--- src/rtl/rvv_pkg.sv ---
// Shared definitions for the vector load/store sequencing path: default
// register width, command field widths, sequencer state encoding and the
// per-beat byte-count helper.
package rvv_pkg;

    localparam int VLEN_DEFAULT = 128;
    localparam int VD_W         = 5;
    localparam int NBYTES_W     = 17;

    typedef enum logic [1:0] {
        IDLE = 2'd0,
        REQ  = 2'd1,
        WB   = 2'd2,
        DONE = 2'd3
    } seq_state_t;

    // Register width in bytes for a given register width in bits.
    function automatic int vlenb_of(input int vlen);
        return vlen >> 3;
    endfunction

    // Bytes moved by one 32-bit beat: min(remaining, 4).
    function automatic logic [2:0] beat_bytes(input logic [NBYTES_W-1:0] remaining);
        return (remaining >= NBYTES_W'(4)) ? 3'd4 : remaining[2:0];
    endfunction

endpackage

--- src/rtl/rvv_lane_strb.sv ---
// Places one 32-bit memory word into its byte lanes of a vector register
// write and builds the matching byte strobe, trimmed to the bytes still owed.
// Purely combinational so both the load and store paths can share it.
module rvv_lane_strb
    import rvv_pkg::*;
#(
    parameter int VLEN = VLEN_DEFAULT
) (
    input  logic [NBYTES_W-1:0]                 byte_idx,
    input  logic [NBYTES_W-1:0]                 remaining,
    input  logic [31:0]                         word,
    output logic [$clog2(vlenb_of(VLEN))-1:0]   lane,
    output logic [vlenb_of(VLEN)-1:0]           wstrb,
    output logic [VLEN-1:0]                     wdata
);

    localparam int VLENB  = vlenb_of(VLEN);
    localparam int LANE_W = $clog2(VLENB);

    logic [2:0] nbytes;
    logic [3:0] mask4;

    // Lane offset, strobe and shifted data for the current beat.
    always_comb begin
        lane   = LANE_W'(byte_idx % NBYTES_W'(VLENB));
        nbytes = beat_bytes(remaining);
        mask4  = (nbytes == 3'd4) ? 4'hf : ((4'h1 << nbytes) - 4'h1);
        wstrb  = VLENB'(mask4) << lane;
        wdata  = VLEN'(word) << {lane, 3'b000};
    end

endmodule

--- src/rtl/rvv_vload_seq.sv ---
// Unit-stride vector load sequencer. Takes one command (vd, base address,
// byte count), reads memory one aligned word at a time and writes each word
// into the right byte lanes of vd, vd+1, ... through the register file's
// write port, then pulses done (with err for a misaligned base).
module rvv_vload_seq
    import rvv_pkg::*;
#(
    parameter int VLEN = VLEN_DEFAULT
) (
    input  logic                    clk,
    input  logic                    resetn,
    input  logic                    cmd_valid,
    output logic                    cmd_ready,
    input  logic [VD_W-1:0]         cmd_vd,
    input  logic [31:0]             cmd_addr,
    input  logic [NBYTES_W-1:0]     cmd_nbytes,
    output logic                    mem_valid,
    input  logic                    mem_ready,
    output logic [31:0]             mem_addr,
    input  logic [31:0]             mem_rdata,
    output logic [VD_W-1:0]         vreg_waddr,
    output logic [(VLEN>>3)-1:0]    vreg_wstrb,
    output logic [VLEN-1:0]         vreg_wdata,
    output logic                    done,
    output logic                    err
);

    localparam int VLENB  = vlenb_of(VLEN);
    localparam int LANE_W = $clog2(VLENB);

    seq_state_t            state;
    logic [VD_W-1:0]       vd_q;
    logic [31:0]           cur_addr;
    logic [NBYTES_W-1:0]   remaining;
    logic [NBYTES_W-1:0]   byte_idx;

    logic [LANE_W-1:0]     lane_unused;
    logic [VLENB-1:0]      beat_strb;
    logic [VLEN-1:0]       beat_data;
    logic [VD_W-1:0]       beat_reg;
    logic [NBYTES_W-1:0]   beat_cnt;

    assign cmd_ready = (state == IDLE);

    // Register within the group that the current byte index falls into;
    // the 5-bit add wraps a group running past v31 back to v0.
    assign beat_reg = vd_q + VD_W'(byte_idx >> LANE_W);
    assign beat_cnt = NBYTES_W'(beat_bytes(remaining));

    // The lane offset itself is not needed here; strobe and data are already positioned.
    rvv_lane_strb #(
        .VLEN(VLEN)
    ) u_lane_strb (
        .byte_idx (byte_idx),
        .remaining(remaining),
        .word     (mem_rdata),
        .lane     (lane_unused),
        .wstrb    (beat_strb),
        .wdata    (beat_data)
    );

    // Sequencer: command accept, memory request/response, register write-back, completion.
    always_ff @(posedge clk or negedge resetn) begin
        if (!resetn) begin
            state      <= IDLE;
            vd_q       <= '0;
            cur_addr   <= '0;
            remaining  <= '0;
            byte_idx   <= '0;
            mem_valid  <= 1'b0;
            mem_addr   <= '0;
            vreg_waddr <= '0;
            vreg_wstrb <= '0;
            vreg_wdata <= '0;
            done       <= 1'b0;
            err        <= 1'b0;
        end else begin
            done       <= 1'b0;
            vreg_wstrb <= '0;
            vreg_wdata <= '0;
            case (state)
                IDLE: begin
                    if (cmd_valid) begin
                        vd_q      <= cmd_vd;
                        cur_addr  <= cmd_addr;
                        remaining <= cmd_nbytes;
                        byte_idx  <= '0;
                        if (cmd_addr[1:0] != 2'b00) begin
                            err   <= 1'b1;
                            done  <= 1'b1;
                            state <= DONE;
                        end else if (cmd_nbytes == '0) begin
                            err   <= 1'b0;
                            done  <= 1'b1;
                            state <= DONE;
                        end else begin
                            err       <= 1'b0;
                            mem_valid <= 1'b1;
                            mem_addr  <= cmd_addr;
                            state     <= REQ;
                        end
                    end
                end
                REQ: begin
                    if (mem_ready) begin
                        mem_valid  <= 1'b0;
                        vreg_waddr <= beat_reg;
                        vreg_wstrb <= beat_strb;
                        vreg_wdata <= beat_data;
                        state      <= WB;
                    end
                end
                WB: begin
                    byte_idx  <= byte_idx + NBYTES_W'(4);
                    cur_addr  <= cur_addr + 32'd4;
                    remaining <= remaining - beat_cnt;
                    if (remaining == beat_cnt) begin
                        done  <= 1'b1;
                        state <= DONE;
                    end else begin
                        mem_valid <= 1'b1;
                        mem_addr  <= cur_addr + 32'd4;
                        state     <= REQ;
                    end
                end
                DONE: begin
                    err   <= 1'b0;
                    state <= IDLE;
                end
                default: state <= IDLE;
            endcase
        end
    end

endmodule

--- config.mk ---
export PLATFORM = sky130hd
export DESIGN_NAME = rvv_vload_seq
export DESIGN_NICKNAME = d
export VERILOG_FILES = /design/src/rtl/rvv_pkg.sv /design/src/rtl/rvv_lane_strb.sv /design/src/rtl/rvv_vload_seq.sv
export SDC_FILE = /design/constraint.sdc
export NUM_CORES = 1
export LEC_CHECK = 0
export CORE_MARGIN = 2
export CORE_UTILIZATION = 44
export CTS_CLUSTER_SIZE = 40
export DETAILED_ROUTE_END_ITERATION = 10
export GPL_TIMING_DRIVEN = 0
export PLACE_DENSITY = 0.77
export SLEW_MARGIN = 20
export SYNTH_ARGS = -nofsm -noshare
export SYNTH_HDL_FRONTEND = slang
export SYNTH_SLANG_ARGS = --single-unit
--- constraint.sdc ---
create_clock -name clk -period 2.4 [get_ports clk]
set_input_delay 0.48 -clock clk [delete_from_list [all_inputs] [get_ports clk]]
set_output_delay 0.48 -clock clk [all_outputs]
set_load 0.05 [all_outputs]
After elaboration in Yosys (flattened, before gate mapping)
Cells that the tools add are included.
{"block": "totals", "register_bits": 257, "wordCells": 81}
{"block": "op_classes", "n_lt_le_gt_ge": 1, "eq_ne": 10, "muxes": 37, "n_addsub": 5, "shifts": 3, "reduce_logical": 13}
{"op": "2-to-1 mux 128 bit", "n": 2}
{"op": "2-to-1 mux 32 bit", "n": 5}
{"op": "one-hot mux 32 bit (2 select lines)", "n": 2}
{"op": "left shift 32 x 7 -> 128 bit", "n": 1}
{"op": "one-hot mux 17 bit (2 select lines)", "n": 2}
{"op": "2-to-1 mux 17 bit", "n": 2}
{"op": "adder 32 x 3 -> 32 bit, second input constant", "n": 1}
{"op": "2-to-1 mux 16 bit", "n": 2}
{"op": "adder 17 x 3 -> 17 bit, second input constant", "n": 1}
{"op": "== test 17 x 3 -> 1 bit", "n": 1}
{"op": ">= comparator 17 x 3 -> 1 bit, second input constant", "n": 1}
{"op": "zero test 17 bit", "n": 1}
{"op": "subtractor 17 x 3 -> 17 bit", "n": 1}
{"op": "left shift 4 x 4 -> 16 bit", "n": 1}
{"op": "2-to-1 mux 1 bit", "n": 11}
{"op": "2-to-1 mux 2 bit", "n": 5}
{"op": "!= test 2 bit, second input constant", "n": 5}
{"op": "AND reduction 2 bit", "n": 5}
{"op": "one-hot mux 2 bit (4 select lines)", "n": 1}
{"op": "AND reduction 6 bit", "n": 1}
{"op": "nonzero test 2 bit", "n": 3}
{"op": "adder 5 bit", "n": 1}
{"op": "AND reduction 5 bit", "n": 1}
{"op": "== test 2 bit, second input constant", "n": 2}
{"op": "10 further kinds", "n": 11}

Logic depth before layout (Yosys ltp)
{"block": "logic_depth", "depth_word": 8, "ltp_mapped": 10}

Hierarchy
Synthesis repeated with hierarchy kept, for this count alone.
{"block": "hier_totals", "cells_unflattened": 1359, "area_unflattened_um2": 13001.2}
{"module": "rvv_vload_seq", "n_inst": 1, "cells_per_inst": 1000, "area_each_um2": 10943.0}
{"module": "rvv_lane_strb", "n_inst": 1, "cells_per_inst": 359, "area_each_um2": 2058.2}

Worst setup path after synthesis
OpenSTA, ideal clock, no wires.
{"block": "synth_timing", "path_type": "reg2reg", "from": "register remaining[6]", "to": "register remaining[8]", "setup_time_ps": 133, "arrival_ps": 2221, "required_time_ps": 2267, "period_less_slack_ps": 2354, "setup_slack_ps": 46, "path_stages_with_launch": 11, "cell_sequence": "dfrtp_1 nor3_2 and3_1 buf_4 nand3_1 nand2_1 ha_1 o21ai_0 o211ai_1 o311ai_0 nand3_1"}
{"block": "synth_between", "elab_chain_cells": 4}
{"element": "start: declaration", "line_no": "rvv_vload_seq.sv:34", "source": "logic [NBYTES_W-1:0] remaining;"}
{"element": "start signal: assignment", "line_no": "rvv_vload_seq.sv:86", "source": "remaining <= cmd_nbytes;"}
{"element": "start signal: assignment", "line_no": "rvv_vload_seq.sv:116", "source": "remaining <= remaining - beat_cnt;"}
{"element": ">= comparator 17 x 3 -> 1 bit", "line_no": "rvv_pkg.sv:24", "source": "return (remaining >= NBYTES_W'(4)) ? 3'd4 : remaining[2:0];"}
{"element": "2-to-1 mux 3 bit", "line_no": "rvv_pkg.sv:24"}
{"element": "subtractor 17 x 3 -> 17 bit *", "line_no": "rvv_vload_seq.sv:116"}
{"element": "one-hot mux 17 bit (2 select lines) *", "line_no": "rvv_vload_seq.sv:81", "source": "case (state)"}
Every way passes the cells marked *; elsewhere a longest branch is shown, timed or not.
A chain may end at the register's enable or synchronous reset.

Final worst setup path
{"block": "layout_timing", "from": "register state[0]", "to": "output port cmd_ready"}
{"block": "layout_between", "elab_chain_cells": 1}
{"element": "start: declaration", "line_no": "rvv_vload_seq.sv:31", "source": "seq_state_t state;"}
{"element": "start signal: assignment", "line_no": "rvv_vload_seq.sv:65", "source": "state <= IDLE;"}
{"element": "start signal: assignment", "line_no": "rvv_vload_seq.sv:91", "source": "state <= DONE;"}
{"element": "start signal: assignment", "line_no": "rvv_vload_seq.sv:95", "source": "state <= DONE;"}
{"element": "zero test 2 bit", "line_no": "rvv_vload_seq.sv:43", "source": "assign cmd_ready = (state == IDLE);"}
{"element": "end: declaration", "line_no": "rvv_vload_seq.sv:13", "source": "output logic cmd_ready,"}
Every way passes these cells.

==> results.yml <==
detailed_routing:
  drcViolationCount: 0
  first_iter_violations: 588
  drt_wl_total_um: 31400
  ant_nets: 0
  vias: 8716
  dr.pass1.iters: 7
  viasPerCell: 5.41
  routedWlPerCell_um: 19.5
floorplan:
  fp.dieW_um: 160
  core-area_sq_um: 23600
  rows: 56
  fp.dieH_um: 160
  ios: 275
  dieArea_sq_um: 25500
  start_util_pct: 45.1
final_layout:
  synthToLayoutAreaGrowth_pct: 39.9
  drive_above_1_share_pct: 11.5
  n_antenna_cell: 0
  fin_area_sq_um: 14900
  fin_nets: 1371
worst_setup_path:
  cp_max_fo: 10
  cp.required_ns: 1.92
  crit_arrival_ns: 2.00
  reg2reg_to: "mem_addr[14]"
  ff2ff_setup_slack_ns: 0.01
  timing.rr.start: "state[1]"
  reg2reg_depth: 7
  crit_path_start: "state[0]"
  crit_path_end_kind: "primary output"
  start_kind: "register"
  path_class: "register to primary output"
placement:
  dp_hpwl_um: 22400
  globalplace.congestion: 0.900
  port_buffers: 273
  place_area_sq_um: 13800
clocking:
  clk_pin_slew_ns: 0.06
  cts-root-buf: "clkbuf_16"
  clk_path_buf_depth: 3
  clk_latency_ns: 0.53
  htreeDepth: 1
  cts.sinks: 247
  numCtsBuffers: 26
  cts_tree: "yes"
synth:
  avgSynthCellArea_sq_um: 11.1
  netlist_instances: 961
  synth_fp_nets: 1060
  synth_mux_area_share_pct: 5.44
  synthArstFlopShare_pct: 100
  synth-compound-area-share_pct: 10.1
  synth_top_family_by_area: "simple AND/OR/NAND/NOR gates"
  ys.warnings.count: 0
  synthSimpleGateAreaFrac_pct: 20.3
  synth_ff_type: "dfrtp_1"
  synth_edf_count: 0
  synth_area_sq_um: 10700
  synth_seq_cells: 247
  synth_cell_type_count: 69
  synth_fa_ha_area_share_pct: 1.13
  synth_xor_area_share_pct: 1.32
  ys_seq_area_share_pct: 58.0
grt:
  grt_pass1_wl_um: 49800
  grt_pass1_vias: 8947
  track_usage_pct: 24.4
  antenna_found_initial: 0
  globalRouteOverflowTotal: 0
  grt_max_degree: 101
power:
  cellLeakagePower_nw: 6.64
  p_int_mw: 10.4
  clkPwrFrac_pct: 21.9
  power_density_nw_per_um2: 1200
  combPwrFrac_pct: 43.8
  power_mw: 17.9
  p_sw_share_pct: 41.8
  seqPwrFrac_pct: 34.3
  power.net_switching_mw: 7.49
  irDropWorstVdd_mv: 0.897
sta:
  setup_slack_ns: -0.0839
  timing.fmax_mhz: 403
  drv_slew: 0
  slew_headroom_pct: 36.1
  period_minus_slack_ns: 2.48
  fin_crit_sh_pct: 103
  fin_skew_ns: 0.00895
  rsz0062_at_grt: "yes"
  finalSetupViolCount: 1
  hold_viol_final: 0
  worstMarginPinSlew_ns: 0.951
run:
  cap_viol_max_count: 0
run_status:
  outcome: "finished with violations"
  violations: "negative setup slack"
worst_hold_path:
  hold_path.class: "input port to asynchronous set/reset pin"
## worst max-delay path by stage
stage	endpoint	slack, ns	cells past startpoint
after CTS	cmd_ready	-0.08	3
after global routing	cmd_ready	-0.15	3
after floorplan	remaining[8]	0.05	10
after detailed placement	vreg_wdata[120]	-0.53	5
after global placement	mem_addr[30]	-9.43	1
final	cmd_ready	-0.08	3
## through the flow
stage,std cells,hold WS (ns),util [%],setup slack [ns],TNS [ns]
2_1_floorplan,961,0.184,-,0.0460,0
3_3_place_gp,1553,0.460,58.4,-9.43,-2370.33
3_5_place_dp,1555,0.412,58.6,-0.531,-49.03
4_1_cts,1605,0.444,62.6,-0.0752,-1.07
5_1_grt,1610,0.493,63.1,-0.147,-2.43
6_report,1610,0.445,63.1,-0.0839,-0.0839
## worst max-delay path, stage by stage (launching register included)
cell	delay [ns]
dfrtp_1	0.41
clkbuf_1	0.28
nor2_1	0.35
clkdlybuf4s15_2	0.43
## power by group through the flow
| stage | Clock, mW | Sequential, mW | Combinational (mW) |
|---|---|---|---|
| 6_report | 3.93 | 6.15 | 7.86 |
| 3_5_place_dp | 0 | 6.11 | 7.69 |
| 4_1_cts | 4.01 | 6.12 | 7.77 |
| 5_1_grt | 4.19 | 6.29 | 8.40 |
| 2_1_floorplan | 0 | 7.80 | 3.40 |
| 3_3_place_gp | 0 | 6.09 | 7.55 |
## synthesized netlist by cell type (4+ instances only)
cell type	number	area [sq um]
xor2_1	8	70.1
a21oi_1	31	155
nand3_1	22	110
nor4_1	9	56.3
dfrtp_1	247	6180
buf_4	4	30.0
buf_6	6	67.6
and4_1	6	52.6
and3_1	40	250
ha_1	8	100
or3_1	11	68.8
mux2_4	24	360
a31oi_1	20	125
nand3b_1	4	30.0
xnor2_1	8	70.1
o21ai_0	45	225
inv_1	20	75.1
clkbuf_1	47	176
nand2b_1	4	25.0
mux2_2	15	169
o31ai_1	10	75.1
nor2_1	65	244
nand4_1	15	93.8
or4_1	9	67.6
o211ai_1	4	30.0
o22a_1	6	52.6
o31a_1	4	35.0
o311ai_0	4	35.0
nand2_1	82	308
o32ai_1	5	43.8
and2_1	98	613
nor3_1	14	70.1
mux2i_1	5	50.1
nor3b_1	4	30.0
## sequential cells by signal, summed over array words and instances, names as in the netlist, 2 cells and up
register and count:
vreg_wstrb 16, remaining 17, vreg_waddr 5, cur_addr 32, byte_idx 7, vreg_wdata 128, state 2, mem_addr 32
vd_q 5
## routing by layer
layer,GRT usage (%),vias to the layer above,share of wire (%)
met4,8.80,0,4.1
li1,-,3987,-
met5,0,-,0
met3,3.78,91,6.7
met1,31.6,4247,41
met2,41.8,391,48
## layout by cell type, fill, tap and decap left out, drive strengths merged, types with 4 or more instances in the layout
master,instances
nand4,18
xnor2,8
clkinv,12
nand3,23
or4,9
o311ai,4
xor2,8
nand2,82
nor3b,4
o31ai,10
o32ai,6
and4,6
inv,20
o31a,4
o22a,6
nand2b,4
or3,11
dfrtp,247
o211ai,4
and2,98
ha,8
clkdlybuf4s50,271
buf,27
mux2,39
clkbuf,79
a21oi,31
nor3,16
o21ai,46
a31oi,20
and3,40
nor2,65
nor4,11
mux2i,5
nand3b,4
## layout make-up
cell class / count / area [sq um]
plain buffers: 62 / 315
clock buffers: 32 / 693
clock inverters: 15 / 149
fillers: 1892 / 8710
inverters: 21 / 78.8
multi-input cells: 629 / 4210
flip-flops and latches: 247 / 6190
well taps: 319 / 399
repair buffers: 285 / 2870
## logic make-up after synthesis
group                      after synthesis
AOI/OAI and AO/OA                      163
xor gates and xnor gates                16
adders and majority gates                9
buffers and inverters                   85
DFF                                    247
muxes                                   44
other                                    1
and+or+nand+nor                        396
## timing repair
action                                  CTS  global route
cloned                                    0             0
endpoints found under the hold margin    53             0
pin swaps                                 4             8
hold buffers                              1             0
endpoints found under the setup margin   71            86
buffers inserted                          3             7
gates resized for setup                  20            28
Power figures use the tool's default switching activity.
